File: src/rtl/decode_stage.sv
// Single-entry decode pipeline stage for a MIPS integer subset: decodes on accept,
// holds the registered bundle under backpressure and keeps saturating statistics.
module decode_stage #(
   parameter int unsigned XLEN  = 32,
   parameter int unsigned CNT_W = 16
) (
   input  logic             clk,
   input  logic             rst,
   input  logic             flush,
   input  logic             in_valid,
   output logic             in_ready,
   input  logic [31:0]      in_instr,
   output logic             out_valid,
   input  logic             out_ready,
   output logic             out_write_reg,
   output logic [5:0]       out_alu_control,
   output logic [4:0]       out_rs,
   output logic [4:0]       out_rt,
   output logic [4:0]       out_rd,
   output logic [XLEN-1:0]  out_imm,
   output logic             out_use_imm,
   output logic             out_illegal,
   output logic [CNT_W-1:0] cnt_decoded,
   output logic [CNT_W-1:0] cnt_illegal
);

   typedef enum logic [5:0] {
      OP_RTYPE = 6'b000000,
      OP_ADDIU = 6'b001001,
      OP_ORI   = 6'b001101,
      OP_LUI   = 6'b001111
   } opcode_e;

   typedef enum logic [5:0] {
      FN_ADDU = 6'b100001,
      FN_SUBU = 6'b100011,
      FN_AND  = 6'b100100,
      FN_OR   = 6'b100101,
      FN_SLT  = 6'b101010
   } func_e;

   logic            in_fire;
   logic            d_write_reg;
   logic [5:0]      d_alu_control;
   logic [4:0]      d_rd;
   logic [XLEN-1:0] d_imm;
   logic            d_use_imm;
   logic            d_illegal;

   assign in_ready = (!out_valid || out_ready) && !flush;
   assign in_fire  = in_valid && in_ready;

   // Defaults describe the illegal encoding; each supported case overrides them.
   always_comb begin
      d_write_reg   = 1'b0;
      d_alu_control = '1;
      d_rd          = in_instr[15:11];
      d_imm         = '0;
      d_use_imm     = 1'b0;
      d_illegal     = 1'b1;
      case (in_instr[31:26])
         OP_RTYPE: begin
            case (in_instr[5:0])
               FN_ADDU, FN_SUBU, FN_AND, FN_OR, FN_SLT: begin
                  d_write_reg   = 1'b1;
                  d_alu_control = in_instr[5:0];
                  d_illegal     = 1'b0;
               end
               default: ;
            endcase
         end
         OP_ADDIU: begin
            d_write_reg   = 1'b1;
            d_alu_control = FN_ADDU;
            d_rd          = in_instr[20:16];
            d_imm         = XLEN'($signed(in_instr[15:0]));
            d_use_imm     = 1'b1;
            d_illegal     = 1'b0;
         end
         OP_ORI: begin
            d_write_reg   = 1'b1;
            d_alu_control = FN_OR;
            d_rd          = in_instr[20:16];
            d_imm         = XLEN'(in_instr[15:0]);
            d_use_imm     = 1'b1;
            d_illegal     = 1'b0;
         end
         OP_LUI: begin
            d_write_reg   = 1'b1;
            d_alu_control = FN_OR;
            d_rd          = in_instr[20:16];
            d_imm         = XLEN'({in_instr[15:0], 16'h0000});
            d_use_imm     = 1'b1;
            d_illegal     = 1'b0;
         end
         default: ;
      endcase
   end

   always_ff @(posedge clk) begin
      if (rst) begin
         out_valid       <= 1'b0;
         out_write_reg   <= 1'b0;
         out_alu_control <= '1;
         out_rs          <= '0;
         out_rt          <= '0;
         out_rd          <= '0;
         out_imm         <= '0;
         out_use_imm     <= 1'b0;
         out_illegal     <= 1'b0;
         cnt_decoded     <= '0;
         cnt_illegal     <= '0;
      end else if (flush) begin
         out_valid <= 1'b0;
      end else if (in_fire) begin
         out_valid       <= 1'b1;
         out_write_reg   <= d_write_reg;
         out_alu_control <= d_alu_control;
         out_rs          <= in_instr[25:21];
         out_rt          <= in_instr[20:16];
         out_rd          <= d_rd;
         out_imm         <= d_imm;
         out_use_imm     <= d_use_imm;
         out_illegal     <= d_illegal;
         if (cnt_decoded != '1) begin
            cnt_decoded <= cnt_decoded + CNT_W'(1);
         end
         if (d_illegal && (cnt_illegal != '1)) begin
            cnt_illegal <= cnt_illegal + CNT_W'(1);
         end
      end else if (out_ready) begin
         out_valid <= 1'b0;
      end
   end

endmodule

File: config.mk
export PLATFORM = sky130hd
export DESIGN_NAME = decode_stage
export DESIGN_NICKNAME = d
export VERILOG_FILES = /design/src/rtl/decode_stage.sv
export SDC_FILE = /design/constraint.sdc
export NUM_CORES = 1
export LEC_CHECK = 0
export CORE_ASPECT_RATIO = 1.75
export CORE_MARGIN = 2
export CORE_UTILIZATION = 35
export DETAILED_ROUTE_END_ITERATION = 10
export PLACE_DENSITY = 0.68
export SLEW_MARGIN = 40
export SYNTH_ARGS = -nofsm -noshare
export SYNTH_HDL_FRONTEND = slang
export SYNTH_SLANG_ARGS = --single-unit
File: constraint.sdc
create_clock -name clk -period 2.5 [get_ports clk]
set_input_delay 0.75 -clock clk [delete_from_list [all_inputs] [get_ports clk]]
set_output_delay 0.75 -clock clk [all_outputs]
set_load 0.005 [all_outputs]
==> metrics.cfg <==
[cells_and_area]
largest-register = out_imm
nNetsFinal = 631
layout-area-overhead-vs-synth_pct = 49.7
multi_input_area_um2 = 1930
largestRegisters = out_imm: 32 flops, cnt_decoded: 16 flops, cnt_illegal: 16 flops
largest_reg_flops = 32
diodes = 0
n_fill_cell = 985
layout-drive-gt1-share_pct = 10.7
final_cells = 727
regArea_um2 = 1780
fin_util_pct = 53.9

[clock_network]
clkTransAtPathRegs_ps = 70
cts_max_path_buffers = 2
htree_levels = 3
postCtsSetupRepairBufs = 0
cts_resized = 1
clk-insertion-delay-late_ps = 340
cts_root_buf = clkbuf_16
cts_num_sinks = 89
numCtsBuffers = 9
cts_hold_buf = 0
cts_tree = done

[sta]
fin_crit_ps = 2390
max_slew_margin_pct = 64.2
skew_ps = 7.25
setup_tns_ps = 0
tightest_slew_ps = 536
setup_violations = 0
fmax_ghz = 0.418
rsz0062_at_grt = false
drv_slew = 0
hold_viol = 0
post-route-period-util_pct = 95.7

[status]
status = finished, final reports clean

[power]
p_leak_nw = 2.01
powerDensity_nw_per_um2 = 537
vdd_drop_max_mv = 0.617
p_total_mw = 3.10

[die]
rows = 50
die_h_um = 143
initial_core_util_pct = 36.0
core_um2 = 10700
die_w_um = 83.3
dieArea_um2 = 11900
num_io_pins = 127

[routing]
viasPerCell = 5.45
drt_pass1_iterations = 4
drt-total-wl_mm = 11.2
ant_nets = 0
drt_iter0_markers = 125
dr_total_vias = 3961
drc = 0
post_drt_wl_per_cell_um = 15.5

[logic_synthesis]
yosys_warnings = 0
synth_top_cell_by_area = dfxtp_1
synth_edf_count = 0
netlist_instances = 449
yosys_register_bits = 89
seq_area_frac_synth_pct = 46.2
synth_common_cells = dfxtp_1 (89), nor2_1 (53), a21oi_1 (51)
syn_area_per_cell_um2 = 8.58
synth_top_area_share_pct = 46.2
synth_cell_type_count = 48
syn-num-nets = 488
synth_area_um2 = 3850
synth-main-ff-cell = dfxtp_1
async_reset_ff_share_pct = 0
synthTopCellsByArea = dfxtp_1 (46%), a21oi_1 (6.6%), nor2_1 (5.2%)
synth_most_common_cell = dfxtp_1

[global_route]
grt_pass1_wl_mm = 18.5
grt_pass1_vias = 3861
grt_start_max_net_pins = 50
gr-total-overflow = 0
antenna_found_initial = 0
grtUsageTotal_pct = 18.8

[worst_hold_path]
hold_class = reg -> reg

[placement]
gp_congestion = 0.782
placed_cells = 711
hpwl_mm = 8.27
port-buffer-count = 126

[flow_run]
max-cap-violations = 0

[worst_setup_path]
critPathKind = in -> reg
cpLargestDelayFamily = simple AND/OR/NAND/NOR gates
start_kind = input port
slowest_delay_ps = 500
worstPathCellList = clkdlybuf4s50_1 -> or3_1 -> nand4_2 -> o211ai_4 -> buf_12 -> or4_1 -> a21oi_1
endpoint_kind = flip-flop
worstPathMaxFanout = 24
slowest_stage = or4_1
critical_path_buf_inv_count = 2
crit_arrival_ps = 2650
worstPathRequired_ps = 2760

[cell usage in the layout, fill, tap and decap left out, types with 9 or more instances in the layout]
cell type,count
clkbuf_16,9
buf_4,33
a21oi_1,51
dfxtp_1,89
clkdlybuf4s50_1,123
or4_1,14
o21ai_0,15
or3_1,10
a22oi_1,15
a2bb2oi_1,15
nor2_1,53
o31ai_1,11
nand2_1,44
nand4_1,15
[power by group]
part	total, mW	switching (mW)	internal [mW]
registers	1.46	0.0168	1.44
clock network	1.35	0.571	0.781
logic	0.284	0.130	0.154
[worst paths after layout]
kind / cells past startpoint / slack, ps / to / startpoint
worst max-delay path: 7 / 110 / cnt_illegal[3] / in_instr[0]
worst min-delay path: 1 / 450 / out_alu_control[5] / out_alu_control[5]
worst max register to register: 7 / 500 / cnt_illegal[5] / cnt_illegal[6]
worst min register to register: 1 / 450 / out_alu_control[5] / out_alu_control[5]
[stage by stage]
stage          hold slack, ps  worst slack [ps]  cell area [um2]
2_1_floorplan             439               287             3850
3_3_place_gp              428              -228             5460
3_5_place_dp              435              -267             5460
4_1_cts                   450              79.2             5760
5_1_grt                   465             0.774             5770
6_report                  454               107             5770
[layout make-up]
cell class              instances  share of cell area [%]
multi-input cells             324                    33.5
flip-flops and latches         89                    30.9
repair buffers                162                    27.1
clock buffers                   9                    3.91
well taps                     130                    2.82
clock inverters                 7                    1.32
inverters                       6                   0.391
[routing by layer]
metal,GRT usage (%),wire length [um],vias up,part of all wire (%)
met5,0,0,-,0
met3,5.90,761,31,6.8
met1,20.8,4270,1850,38
met4,9.75,425,0,3.8
li1,-,-,1939,-
met2,32.3,5780,141,51
[kinds of logic after synthesis]
kind of cell / synth area share, %
flops: 46.2
mux: 1.56
compound gates: 21.2
buf+inv: 4.03
fa+ha+maj: 0.649
simple gates: 24.5
xor+xnor: 1.82
(Power assumes the default switching activity.)
==> RTL change (same settings) <==
Register the output `cnt_illegal` once more, without a reset; this adds one clock of latency there. The other outputs are not delayed to match.
--- a/src/rtl/decode_stage.sv
+++ b/src/rtl/decode_stage.sv
@@ -40,2 +40,4 @@
    } func_e;
+
+   logic [CNT_W-1:0] cnt_illegal_s0;
 
@@ -111,3 +113,3 @@
          cnt_decoded     <= '0;
-         cnt_illegal     <= '0;
+         cnt_illegal_s0  <= '0;
       end else if (flush) begin
@@ -127,4 +129,4 @@
          end
-         if (d_illegal && (cnt_illegal != '1)) begin
-            cnt_illegal <= cnt_illegal + CNT_W'(1);
+         if (d_illegal && (cnt_illegal_s0 != '1)) begin
+            cnt_illegal_s0 <= cnt_illegal_s0 + CNT_W'(1);
          end
@@ -135,2 +137,6 @@
 
+   always_ff @(posedge clk) begin
+      cnt_illegal <= cnt_illegal_s0;
+   end
+
 endmodule
Function: changed (a bounded check fails within 4 cycles, from zero or initial values and one cycle with rst high).
==> RTL change against the original RTL <==
The run now ends with negative setup slack left; wire length is 5.2% higher; area after synthesis grew 9.3%; setup slack lost 0.11 ns; total power grew 7.7%; design area is 7.4% higher; count of clock-buffer cells in the layout did not move; register-to-register slack worse by 0.20 ns; sequential cell count up 16; combinational power is 3% higher; cell count is 4.3% higher.
==> RTL change: results (changes against the original RTL) <==
Parameter                              Value

GRT
  Number of global-route vias before repair    3,921 (was 3,861)
  Number of antenna violations at the first check in global routing    1 (was 0)
  Global-route usage over all layers    0.1859 (was 0.1882)

Min path
  Worst Hold Launch    cnt_illegal_s0[15] (was out_alu_control[5])

Outcome
  Violated checks    negative setup slack
  Outcome    complete, but fails checks (was completed)

Setup path
  Setup crit start    in_instr[28] (was in_instr[0])
  Reg2Reg Launch Point    cnt_illegal_s0[0] (was cnt_illegal[6])
  CP arrival    2.77 ns (was 2.65 ns)
  Top cell family by delay on the critical path    buffers and inverters (was simple AND/OR/NAND/NOR gates)
  Critical R2R Capture    cnt_illegal_s0[9] (was cnt_illegal[5])
  Count of cells along the worst register-to-register path    6 (was 7)

Power
  Relative contribution of combinational cells to total power    0.088 (was 0.092)
  Worst-case vdd ir drop    320.3 µV (was 616.6 µV)
  Seq pwr share    0.513 (was 0.471)
  Sw power    0.0007937 W (was 0.0007179 W)

Route
  Initial drt markers    144 (was 125)
  Detailed Route WL    11,820 µm (was 11,230 µm)
  First drt pass iteration count    6 (was 4)

Placement
  Placed Cells incl. Taps    739 (was 711)
  Total half-perimeter wirelength after legalization and detailed placement    8855 µm (was 8269 µm)

Logic synthesis
  Cell types with the highest counts after synthesis    dfxtp_1, nor2_1, nand2_1 (was dfxtp_1, nor2_1, a21oi_1)
  Net count of the mapped netlist    502 (was 488)
  Gate count after technology mapping    463 (was 449)
  Unique cell type count in the Yosys netlist    53 (was 48)
  Leading post-synthesis cells by cell area    dfxtp_1, nor2_1, a22oi_1 (was dfxtp_1, a21oi_1, nor2_1)

STA
  Worst hold slack    0.3815 ns (was 0.4536 ns)
  Final setup violating endpoints    1 (was 0)
  Final setup margin    -0.001191 ns (was 0.1072 ns)

Final layout
  Layout cell share with drive strength beyond 1    0.1226 (was 0.1072)
  Post-layout nets    654 (was 631)
RTL change: cell count changes in the layout (fill, tap and decap cells not counted), moves of 7 or more:
cell	change
nand4_1	-8
a22oi_1	+15
dfxtp_1	+16
a21oi_1	-18
o21ai_0	-8
a21o_1	+17
nor2_1	+9
a2bb2oi_1	-15
buf_4	+7
RTL change: repair_timing:
| item | CTS | global route |
|---|---|---|
| endpoints found under the setup margin | 2 | 14 |
| pin swaps | 1 | 3 |
| cloned | 0 | 0 |
| buffers inserted | 0 | 2 |
| gates resized for setup | 1 | 2 |
RTL change: cell type report:
type / count / area, µm² / area share
sequential: 105 / 2102 / 0.3394
multi-input combinational: 323 / 1982 / 0.3200
timing repair buffer: 170 / 1635 / 0.2640
clock buffer: 9 / 225.2 / 0.03636
tap: 137 / 171.4 / 0.02768
clock inverter: 7 / 52.55 / 0.008485
inverter: 6 / 22.52 / 0.003636
antenna: 1 / 2.502 / 0.0004040
RTL change: layer usage:
metal / track usage / vias to the layer above / routed length [µm]
li1: - / 1986 / -
met1: 0.1978 / 1921 / 4520
met2: 0.3447 / 102 / 6464
met3: 0.04815 / 16 / 625
met4: 0.06406 / 0 / 209
met5: 0 / - / 0
RTL change: metrics by stage:
step / instance area [µm²] / worst slack (ns)
3_5_place_dp: 5878 / -0.3570
4_1_cts: 6155 / 0.02356
3_3_place_gp: 5878 / -0.3355
6_report: 6193 / -0.001191
2_1_floorplan: 4212 / 0.2564
5_1_grt: 6193 / -0.06653
RTL change: cell families (layout without fill, tap and decap cells):
kind of cell,after synthesis,after routing,share of synthesized area
compound gates,114,114,0.1851
xor+xnor,7,7,0.01456
fa+ha+maj,2,2,0.005941
buf+inv,35,192,0.03476
flops,105,105,0.4991
mux,11,11,0.02793
other cells,0,1,0
simple gates,189,189,0.2326
